===== src/rtl/led_pkg.sv =====
// +--------------------------------------------------------------------------+
// | led_pkg : shared state encodings and defaults for the LED shift driver   |
// | rev 1.0                                                                  |
// +--------------------------------------------------------------------------+
`default_nettype none

package led_pkg;

  typedef enum logic [1:0] {
    ST_IDLE = 2'd0,
    ST_LO   = 2'd1,
    ST_HI   = 2'd2,
    ST_DONE = 2'd3
  } led_state_e;

  localparam int c_DEFAULT_WIDTH = 16;
  localparam bit c_ACTIVE_LOW    = 1'b1;

  // Counter width for a modulus n, never narrower than one bit.
  function automatic int cnt_width(input int n);
    return (n > 1) ? $clog2(n) : 1;
  endfunction

endpackage

`default_nettype wire


===== src/rtl/led_phase_tick.sv =====
// +--------------------------------------------------------------------------+
// | led_phase_tick : phase counter with terminal-count pulse at CLK_DIV-1    |
// | rev 1.0                                                                  |
// +--------------------------------------------------------------------------+
`default_nettype none

module led_phase_tick
  import led_pkg::*;
#(
  parameter int CLK_DIV = 4
) (
  input  logic clk,
  input  logic reset,
  input  logic i_clr,
  output logic o_tick
);

  localparam int              PW     = cnt_width(CLK_DIV);
  localparam logic [PW-1:0]   c_LAST = PW'(CLK_DIV - 1);

  logic [PW-1:0] r_phase;

  assign o_tick = (r_phase == c_LAST);

  // The tick always coincides with a state change upstream, so wrapping
  // here keeps the counter aligned to every new half-period.
  always_ff @(posedge clk or posedge reset) begin
    if (reset) begin
      r_phase <= '0;
    end else if (i_clr || o_tick) begin
      r_phase <= '0;
    end else begin
      r_phase <= r_phase + 1'b1;
    end
  end

endmodule

`default_nettype wire


===== src/rtl/led_shift_driver.sv =====
// +--------------------------------------------------------------------------+
// | led_shift_driver : serial LED chain feeder, MSB first, divided led_clk   |
// | rev 1.0                                                                  |
// +--------------------------------------------------------------------------+
`default_nettype none

module led_shift_driver
  import led_pkg::*;
#(
  parameter int WIDTH   = c_DEFAULT_WIDTH,
  parameter int CLK_DIV = 4,
  parameter bit INVERT  = c_ACTIVE_LOW
) (
  input  logic             clk,
  input  logic             reset,
  input  logic [WIDTH-1:0] in_data,
  input  logic             in_valid,
  output logic             in_ready,
  output logic             led_do,
  output logic             led_clk,
  output logic             led_clr,
  output logic             led_pen,
  output logic             frame_done
);

  localparam int            BW         = cnt_width(WIDTH);
  localparam logic [BW-1:0] c_LAST_BIT = BW'(WIDTH - 1);

  led_state_e       r_state;
  led_state_e       w_state_nxt;
  logic [WIDTH-2:0] r_shift;
  logic [WIDTH-2:0] w_shift_nxt;
  logic [BW-1:0]    r_bit_cnt;
  logic [BW-1:0]    w_bit_nxt;
  logic             r_led_clk;
  logic             w_clk_nxt;
  logic             r_led_do;
  logic             w_do_nxt;
  logic             r_led_clr;
  logic             r_led_pen;
  logic             w_pen_nxt;
  logic             r_done;
  logic             w_done_nxt;
  logic             w_phase_clr;
  logic             w_tick;
  logic             w_ready;

  led_phase_tick #(
    .CLK_DIV (CLK_DIV)
  ) u_phase_tick (
    .clk    (clk),
    .reset  (reset),
    .i_clr  (w_phase_clr),
    .o_tick (w_tick)
  );

  // Ready only once the chain clear has been released after reset.
  assign w_ready    = (r_state == ST_IDLE) && r_led_clr;
  assign in_ready   = w_ready;
  assign led_do     = r_led_do;
  assign led_clk    = r_led_clk;
  assign led_clr    = r_led_clr;
  assign led_pen    = r_led_pen;
  assign frame_done = r_done;

  always_ff @(posedge clk or posedge reset) begin
    if (reset) begin
      r_state   <= ST_IDLE;
      r_shift   <= '0;
      r_bit_cnt <= '0;
      r_led_clk <= 1'b0;
      r_led_do  <= INVERT;
      r_led_clr <= 1'b0;
      r_led_pen <= 1'b0;
      r_done    <= 1'b0;
    end else begin
      r_state   <= w_state_nxt;
      r_shift   <= w_shift_nxt;
      r_bit_cnt <= w_bit_nxt;
      r_led_clk <= w_clk_nxt;
      r_led_do  <= w_do_nxt;
      r_led_clr <= 1'b1;
      r_led_pen <= w_pen_nxt;
      r_done    <= w_done_nxt;
    end
  end

  always_comb begin
    w_state_nxt = r_state;
    w_shift_nxt = r_shift;
    w_bit_nxt   = r_bit_cnt;
    w_clk_nxt   = r_led_clk;
    w_do_nxt    = r_led_do;
    w_pen_nxt   = r_led_pen;
    w_done_nxt  = 1'b0;
    w_phase_clr = 1'b0;

    case (r_state)
      ST_IDLE: begin
        w_phase_clr = 1'b1;
        w_clk_nxt   = 1'b0;
        w_do_nxt    = INVERT;
        if (in_valid && w_ready) begin
          w_state_nxt = ST_LO;
          w_shift_nxt = in_data[WIDTH-2:0];
          w_do_nxt    = in_data[WIDTH-1] ^ INVERT;
          w_bit_nxt   = c_LAST_BIT;
        end
      end

      ST_LO: begin
        if (w_tick) begin
          w_state_nxt = ST_HI;
          w_clk_nxt   = 1'b1;
        end
      end

      // Data moves only on the falling edge, giving CLK_DIV cycles of
      // setup and hold around each rising edge.
      ST_HI: begin
        if (w_tick) begin
          w_clk_nxt = 1'b0;
          if (r_bit_cnt != '0) begin
            w_state_nxt = ST_LO;
            w_do_nxt    = r_shift[WIDTH-2] ^ INVERT;
            w_shift_nxt = r_shift << 1;
            w_bit_nxt   = r_bit_cnt - 1'b1;
          end else begin
            w_state_nxt = ST_DONE;
            w_do_nxt    = INVERT;
            w_done_nxt  = 1'b1;
            w_pen_nxt   = 1'b1;
          end
        end
      end

      ST_DONE: begin
        w_phase_clr = 1'b1;
        w_state_nxt = ST_IDLE;
      end

      default: begin
        w_phase_clr = 1'b1;
        w_state_nxt = ST_IDLE;
      end
    endcase
  end

endmodule

`default_nettype wire


===== config.mk =====
export PLATFORM = sky130hd
export DESIGN_NAME = led_shift_driver
export DESIGN_NICKNAME = d
export VERILOG_FILES = /design/src/rtl/led_pkg.sv /design/src/rtl/led_phase_tick.sv /design/src/rtl/led_shift_driver.sv
export SDC_FILE = /design/constraint.sdc
export NUM_CORES = 1
export LEC_CHECK = 0
export CORE_UTILIZATION = 57
export DETAILED_ROUTE_END_ITERATION = 8
export PLACE_DENSITY = 0.87
export SYNTH_ARGS = -nofsm -noshare
export SYNTH_HDL_FRONTEND = slang
export SYNTH_SLANG_ARGS = --single-unit

===== constraint.sdc =====
create_clock -name clk -period 4.66 [get_ports clk]
set_clock_uncertainty 0.1 [all_clocks]
set_input_delay 0.932 -clock clk [delete_from_list [all_inputs] [get_ports clk]]
set_output_delay 0.932 -clock clk [all_outputs]
set_load 0.05 [all_outputs]

* Yosys cells after proc, flatten, opt, wreduce, memory -nomap -nowiden
Index checks and enable logic that the tools add are counted.
** Word-level totals
- Flip-flop bits (word level) :: 28
- Output and inout bits :: 6
- Logic and storage cells :: 60
** Cells by class
- Add/subtract/negate cells :: 2
- Equal/unequal tests :: 8
- Muxes and demuxes :: 25
- Bitwise logic cells :: 3
- Reduce and logical (&&, ||, !) cells :: 13
** Operator list (number)
- $mux W15 :: 3
- $pmux W15 S2 :: 1
- $mux W4 :: 3
- $mux W2 :: 5
- $mux W1 :: 9
- $reduce_and A3 Y1 :: 3
- $pmux W2 S4 :: 1
- $pmux W4 S2 :: 1
- $eq A2 B2 Y1 const B :: 3
- $ne A2 B1 Y1 const B :: 3
- $reduce_and A4 Y1 :: 1
- $reduce_bool A4 Y1 :: 1
- $sub A4 B1 Y4 const B :: 1
- $not A1 Y1 :: 3
- $pmux W1 S3 :: 1
- $reduce_bool A3 Y1 :: 1
- $add A2 B1 Y2 const B :: 1
- $eq A2 B1 Y1 const B :: 1
- $logic_and A1 B1 Y1 :: 2
- $logic_not A2 Y1 :: 1
- $ne A2 B2 Y1 const B :: 1
- $pmux W1 S2 :: 1
- $reduce_and A2 Y1 :: 1
- $reduce_bool A2 Y1 :: 1
- other kinds (2) :: 2

* Longest topological paths before layout
Gate-level depths: netlist of run 1.
- Depth after elaboration :: 5
- Mapped depth :: 7
- Mapped depth without buffers :: 5

* Cells and area by module
A second synthesis of run 1 with hierarchy kept.
** Second synthesis, totals
- Cells, all modules :: 120
- Area, all modules :: 1427.6 sq um
** Modules (own cells, without submodules)
- led_shift_driver :: times used 1, cells each 114, area an instance 1338.8 sq um, seq. area each 651.9 sq um
- led_phase_tick :: times used 1, cells each 6, area an instance 88.8 sq um, seq. area each 50.0 sq um

* Worst setup path after synthesis of run 1
No wires, ideal clock.
- Kind :: flip-flop to output port
- Start :: register r_led_clr, in the netlist led_clr
- End :: output port in_ready
- Arrival time :: 1.177 ns
- Required time :: 3.628 ns
- Slack :: 2.451 ns
- Cell stages (with the launch flop) :: 2
- Path buffers :: 0
- Cell sequence :: dfrtp_1 -> and2_1
** On the way
- Longest elaborated chain between the ends :: 1
** RTL lines
- start, declared :: line led_shift_driver.sv:39 : logic r_led_clr;
- start signal, assigned :: line led_shift_driver.sv:73 : r_led_clr <= 1'b0;
- start signal, assigned :: line led_shift_driver.sv:82 : r_led_clr <= 1'b1;
- $logic_and A1 B1 Y1 :: line led_shift_driver.sv:58 : assign w_ready = (r_state == ST_IDLE) && r_led_clr;
- end, declared :: line led_shift_driver.sv:18 : output logic in_ready,
Every way passes these cells.

* Worst setup path after layout of run 1
- Start :: register r_state[1]
- End :: output port in_ready
** On the way
- Longest elaborated chain between the ends :: 2
** RTL lines
- start, declared :: line led_shift_driver.sv:29 : led_state_e r_state;
- start signal, assigned :: line led_shift_driver.sv:77 : r_state <= w_state_nxt;
- $logic_not A2 Y1 :: line led_shift_driver.sv:58
- $logic_and A1 B1 Y1 :: line led_shift_driver.sv:58
Every way passes these cells.

==> results.sh, run 1 <==
export IMPL_drt_met1_wl_um=1480
export IMPL_p_switching_mw=0.428
export IMPL_grt_max_degree=33
export IMPL_hold_viol=0
export IMPL_ir_drop_mv=0.410
export IMPL_ys_warn_count=0
export IMPL_synthCells=156
export IMPL_vias=1257
export IMPL_leakagePower_nw=0.789
export IMPL_cts_resized=0
export IMPL_grt_overflow=0
export IMPL_place_gp_congestion=0.817
export IMPL_sw_frac_of_total=0.422
export IMPL_crit_family="buffers and inverters"
export IMPL_finalCritPeriodShare=0.677
export IMPL_clockRootBuffer="clkbuf_4"
export IMPL_maxSlewHeadroom=0.318
export IMPL_yosysSeqAreaShare=0.444
export IMPL_clockBufferDepth=2
export IMPL_cp_end_kind="output port"
export IMPL_syn_nets=181
export IMPL_layout_drive_gt1_share=0.102
export IMPL_drc=0
export IMPL_postRouteAntennaNets=0
export IMPL_rsz0062_at_grt="false"
export IMPL_ys_flop_type="dfrtp_1"
export IMPL_syn2layout_area_growth_pct=15.9
export IMPL_crit_arrival_ns=2.12
export IMPL_async_flop_share=1.00
export IMPL_final_core_util=0.720
export IMPL_drt_pass1_iter_count=4
export IMPL_antenna_found_initial=0
export IMPL_htree_levels=1
export IMPL_internal_power_mw=0.587
export IMPL_drt_iter0_drc=21
export IMPL_first_global_vias=1156
export IMPL_path_depth=4
export IMPL_reg2reg_depth=5
export IMPL_cpPeakStageDelay_ns=0.80
export IMPL_tightest_slew_ns=1.02
export IMPL_start_kind="flop"
export IMPL_instances_no_fill=206
export IMPL_cp_required_ns=3.63
export IMPL_dp_cells=202
export IMPL_die_area_um2=2990
export IMPL_route_met3_wl_um=140
export IMPL_post_cts_buffers=0
export IMPL_path_max_fanout=6
export IMPL_wl_met2_um=1660
export IMPL_clock_sinks=28
export IMPL_hold_buffers=0
export IMPL_cts_tree="done"
export IMPL_drt_wl_total_um=3370
export IMPL_finalSetupTns_ns=0
export IMPL_grt_pass1_wl_um=5360
export IMPL_highest_layer="met4"
export IMPL_grt_use_total=0.259
export IMPL_via_per_inst=6.10
export IMPL_cp_cell_sequence="inv_1 > ha_1 > and2_1 > clkdlybuf4s50_1"
export IMPL_layout_min_cycle_time_ns=3.15
export IMPL_outcome="finished clean"
export IMPL_path_class="flop to output port"
export IMPL_avgSynthCellArea_um2=10.1
export IMPL_final_max_slew_violation_count=0
export IMPL_rows=18
export IMPL_synth_seq_cells=28
export IMPL_fp_dieW_um=54.7
export IMPL_final_setup_viol_count=0
export IMPL_min_path_cells=1
export IMPL_max_freq_mhz=317
export IMPL_antenna_cells=0
export IMPL_die_y_um=54.7
export IMPL_hp_class="flop to flop"
export IMPL_clock_latency_ns=0.34
export IMPL_seq_power_share=0.370
export IMPL_synth_edf_count=0
export IMPL_core_um2=2540
export IMPL_numCtsBuffers=3
export IMPL_ioPinCount=25
export IMPL_path_clk_slew_ns=0.14
export IMPL_initial_core_util=0.621
export IMPL_powerDensity_nw_per_um2=554
export IMPL_io_buffers=24
export IMPL_total_power_mw=1.02
export IMPL_crit_slowest_cell="clkdlybuf4s50_1"
export IMPL_fin_nets=202
export IMPL_pwr_share_comb=0.527
export IMPL_dp_hpwl_um=2400
export IMPL_synth_cell_types=48
export IMPL_path_buf_inv=2
export IMPL_netlist_area_um2=1580
export IMPL_clkPwrFrac=0.103
export IMPL_wl_per_cell_um=16.3
export IMPL_drv_cap=0
per-layer routing:
metal | vias up | global-route usage
met5 | - | 0
met2 | 33 | 0.422
met1 | 614 | 0.340
met3 | 8 | 0.0333
li1 | 602 | -
met4 | 0 | 0.120
cell usage after synthesis (2+ instances only):
| cell | count | area, µm² |
|---|---|---|
| o41ai_1 | 2 | 17.5 |
| inv_1 | 22 | 82.6 |
| a211oi_1 | 4 | 30.0 |
| and3_1 | 2 | 12.5 |
| o22ai_1 | 4 | 25.0 |
| nor4_1 | 5 | 31.3 |
| a211oi_2 | 2 | 25.0 |
| buf_2 | 6 | 30.0 |
| a31oi_1 | 9 | 56.3 |
| buf_6 | 2 | 22.5 |
| or2b_1 | 2 | 15.0 |
| a221oi_1 | 2 | 17.5 |
| nor2_1 | 11 | 41.3 |
| o31ai_1 | 2 | 15.0 |
| o22a_1 | 8 | 70.1 |
| nor2b_1 | 4 | 25.0 |
| nand2b_1 | 3 | 18.8 |
| dfrtp_1 | 27 | 676 |
| a21oi_1 | 2 | 10.0 |
| ha_1 | 6 | 75.1 |
| or4b_2 | 2 | 20.0 |
| o21ai_1 | 2 | 10.0 |
| and2_1 | 2 | 12.5 |
worst reg2reg max path, stage by stage, from the launching register on:
cell and delay [ns]:
dfrtp_1 0.46, inv_1 0.11, ha_1 0.20, mux2i_2 0.70, nand2b_4 0.40, a221oi_1 0.12
cells by family (layout without fill, tap and decap cells):
family,count (synthesis),after routing,share of synthesized area
compound gates,45,45,0.229
simple gates,43,43,0.172
buf+inv,31,51,0.0902
flops,28,28,0.444
fa+ha+maj,6,6,0.0475
mux,2,2,0.0158
other cells,1,1,0.00237
flip-flops by register name (all words and copies together), names as in the netlist:
signal / count
frame_done: 1
led_clr: 1
led_do: 1
u_phase_tick.r_phase: 2
led_clk: 1
r_shift: 15
r_state: 2
led_pen: 1
r_bit_cnt: 4
worst paths after layout:
check                                             startpoint                                end  slack (ns)
min reg2reg                u_phase_tick.r_phase[0]$_DFF_PP0_  u_phase_tick.r_phase[0]$_DFF_PP0_        0.35
min in group asynchronous                              reset               frame_done$_DFF_PP0_        1.01
max reg2reg                           r_state[0]$_DFFE_PP0P_            r_shift[13]$_DFFE_PP0P_        2.46
max in group asynchronous                              reset             r_shift[1]$_DFFE_PP0P_        2.82
max                                   r_state[1]$_DFFE_PP0P_                           in_ready        1.51
min                        u_phase_tick.r_phase[0]$_DFF_PP0_  u_phase_tick.r_phase[0]$_DFF_PP0_        0.35
area by class of cell:
cell class                 instances  area (µm²)
multi-input combinational         97         737
fill                             193         712
sequential                        28         702
timing repair buffer              25         248
inverter                          22        82.6
tap                               30        37.5
clock buffer                       4        26.3
power by group through the flow:
stage	combinational [mW]	sequential [mW]	clock (mW)
floorplan	0.417	0.395	0
global route	0.589	0.386	0.114
detailed placement	0.533	0.382	0
finish	0.535	0.376	0.104
CTS	0.538	0.376	0.109
global placement	0.507	0.375	0
stage by stage:
stage | cell area, µm² | setup WS, ns | hold slack (ns)
2_1_floorplan | 1580 | 2.45 | 0.314
3_3_place_gp | 1810 | 1.96 | 0.324
3_5_place_dp | 1810 | 1.88 | 0.337
4_1_cts | 1830 | 1.49 | 0.357
5_1_grt | 1830 | 1.43 | 0.385
6_report | 1830 | 1.51 | 0.353
cell usage in the layout, fill, tap and decap left out, types with 2 or more instances in the layout:
cell type and count:
clkdlybuf4s50_1 24, o21ai_1 2, or2b_1 2, o22a_1 8, o31ai_1 2, a31oi_1 9
a221oi_1 2, ha_1 6, o41ai_1 2, nor4_1 5, nor2_1 11, and2_1 2
clkbuf_4 3, or4b_2 2, dfrtp_1 27, a21oi_1 2, and3_1 2, o22ai_1 4
inv_1 22, nor2b_1 4, a211oi_2 2, nand2b_1 3, a211oi_1 4
No activity file was read; power rests on OpenSTA's default activity.
==> run 2, diff against run 1 <==
- CORE_UTILIZATION: 57 -> 48
- PLACE_DENSITY: 0.87 -> 0.78
- clock period: 4.66 -> 2.65 ns (I/O delays scaled with it)
==> results.sh, run 2 (same netlist as run 1, synthesis figures left out) <==
export IMPL_outcome="finished clean"
export IMPL_r2r_end="r_shift[5]$_DFFE_PP0P_"
export IMPL_crit_arrival_ns=1.69
export IMPL_clockBufferDepth=2
export IMPL_antenna_cells=0
export IMPL_reg2reg_depth=5
export IMPL_drt_wl_total_um=3340
export IMPL_internal_power_mw=1.12
export IMPL_fin_nets=204
export IMPL_numCtsBuffers=3
export IMPL_final_core_util=0.614
export IMPL_total_power_mw=1.87
export IMPL_clock_sinks=28
export IMPL_path_buf_inv=1
export IMPL_cp_end_kind="output port"
export IMPL_cts_tree="done"
export IMPL_final_setup_viol_count=0
export IMPL_layout_drive_gt1_share=0.124
export IMPL_finalSetupTns_ns=0
export IMPL_path_depth=1
export IMPL_busiest_layer="met2"
export IMPL_via_per_inst=5.73
export IMPL_clockRootBuffer="clkbuf_4"
export IMPL_path_max_fanout=2
export IMPL_largest_register="r_shift"
export IMPL_top_regs="r_shift (15), r_bit_cnt (4)"
export IMPL_initial_core_util=0.514
export IMPL_hold_viol=0
export IMPL_final_cell_mix="dfrtp_1 (27), clkdlybuf4s50_1 (23), inv_1 (22)"
export IMPL_path_clk_slew_ns=0.16
export IMPL_final_max_slew_violation_count=0
export IMPL_gr_usage_met2=0.326
export IMPL_largest_reg_flops=15
export IMPL_htree_levels=1
export IMPL_die_y_um=59.4
export IMPL_cpPeakStageDelay_ns=0.80
export IMPL_r2r_start="r_state[0]$_DFFE_PP0P_"
export IMPL_core_um2=3080
export IMPL_met3_usage=0.0240
export IMPL_final_common_cell="dfrtp_1"
export IMPL_start_kind="flop"
export IMPL_syn2layout_area_growth_pct=19.5
export IMPL_p_switching_mw=0.745
export IMPL_ir_drop_mv=0.456
export IMPL_die_area_um2=3530
export IMPL_sw_frac_of_total=0.399
export IMPL_tightest_slew_ns=0.701
export IMPL_hold_buffers=0
export IMPL_crit_slowest_cell="clkdlybuf4s50_1"
export IMPL_seq_power_share=0.355
export IMPL_cp_required_ns=2.02
export IMPL_place_gp_congestion=0.867
export IMPL_first_global_vias=1185
export IMPL_cp_endpoint="led_do"
export IMPL_crit_family="buffers and inverters"
export IMPL_clock_latency_ns=0.33
export IMPL_grt_use_total=0.203
export IMPL_hp_class="flop to flop"
export IMPL_cp_cell_sequence="clkdlybuf4s50_1"
export IMPL_finalCritPeriodShare=0.875
export IMPL_antenna_found_initial=0
export IMPL_fp_dieW_um=59.4
export IMPL_dp_hpwl_um=2320
export IMPL_drv_cap=0
export IMPL_use_met1=0.273
export IMPL_leakagePower_nw=0.814
export IMPL_postRouteAntennaNets=0
export IMPL_wl_per_cell_um=15.1
export IMPL_grt_max_degree=33
export IMPL_maxSlewHeadroom=0.523
export IMPL_clkPwrFrac=0.149
export IMPL_drt_iter0_drc=58
export IMPL_layout_min_cycle_time_ns=2.32
export IMPL_drt_pass1_iter_count=4
export IMPL_post_cts_buffers=0
export IMPL_ioPinCount=25
export IMPL_io_buffers=24
export IMPL_powerDensity_nw_per_um2=989
export IMPL_drc=0
export IMPL_nFillCells=260
export IMPL_pwr_share_comb=0.496
export IMPL_grt_overflow=0
export IMPL_grt_pass1_wl_um=5350
export IMPL_rsz0062_at_grt="false"
export IMPL_worstSetupStartpoint="led_do$_DFFE_PP1P_"
export IMPL_rows=20
export IMPL_path_class="flop to output port"
export IMPL_cts_resized=0
export IMPL_max_freq_mhz=431
export IMPL_r2r_slack_ns=0.53
export IMPL_vias=1271
-- run 2: power groups by stage --
stage	sequential [mW]	combinational [mW]	clock, mW
floorplan	0.694	0.734	0
CTS	0.661	0.928	0.283
global placement	0.661	0.887	0
finish	0.663	0.928	0.278
detailed placement	0.672	0.924	0
global route	0.678	1.02	0.300
-- run 2: stage by stage --
step | cells | cell area (µm²) | worst slack, ns | hold slack, ns
2_1_floorplan | 156 | 1580 | 0.843 | 0.314
3_3_place_gp | 218 | 1840 | 0.563 | 0.323
3_5_place_dp | 218 | 1840 | 0.527 | 0.332
4_1_cts | 222 | 1890 | 0.325 | 0.351
5_1_grt | 222 | 1890 | 0.277 | 0.380
6_report | 222 | 1890 | 0.330 | 0.349
-- run 2: routing by layer --
layer | share of wire | up-vias
met1 | 0.46 | 604
li1 | - | 610
met5 | 0 | -
met3 | 0.060 | 10
met2 | 0.46 | 47
met4 | 0.024 | 0
-- run 2: how the worst min path moves through the flow --
stage | from | to | slack, ns | cells after the start
5_1_grt | u_phase_tick.r_phase[0]$_DFF_PP0_ | u_phase_tick.r_phase[0]$_DFF_PP0_ | 0.38 | 1
3_3_place_gp | u_phase_tick.r_phase[0]$_DFF_PP0_ | u_phase_tick.r_phase[0]$_DFF_PP0_ | 0.32 | 1
4_1_cts | u_phase_tick.r_phase[0]$_DFF_PP0_ | u_phase_tick.r_phase[0]$_DFF_PP0_ | 0.35 | 1
2_1_floorplan | u_phase_tick.r_phase[0]$_DFF_PP0_ | u_phase_tick.r_phase[0]$_DFF_PP0_ | 0.31 | 1
3_5_place_dp | u_phase_tick.r_phase[0]$_DFF_PP0_ | u_phase_tick.r_phase[0]$_DFF_PP0_ | 0.33 | 1
6_report | u_phase_tick.r_phase[0]$_DFF_PP0_ | u_phase_tick.r_phase[0]$_DFF_PP0_ | 0.35 | 1
-- run 2: cell type report --
cell class                      count  area, µm²  share of cell area
Multi-Input combinational cell     97        737               0.390
Clock inverter                      1       30.0              0.0159
Timing Repair Buffer               27        260               0.138
Clock buffer                        3       22.5              0.0119
Sequential cell                    28        702               0.372
Tap cell                           44       55.1              0.0291
Inverter                           22       82.6              0.0437
==> run 3, diff against run 2 <==
- CTS_CLUSTER_SIZE: unset -> 30
- HOLD_SLACK_MARGIN: unset -> 0.12
==> results of run 3 <==
The final DEF is identical to that of run 2; final timing and power are the same.
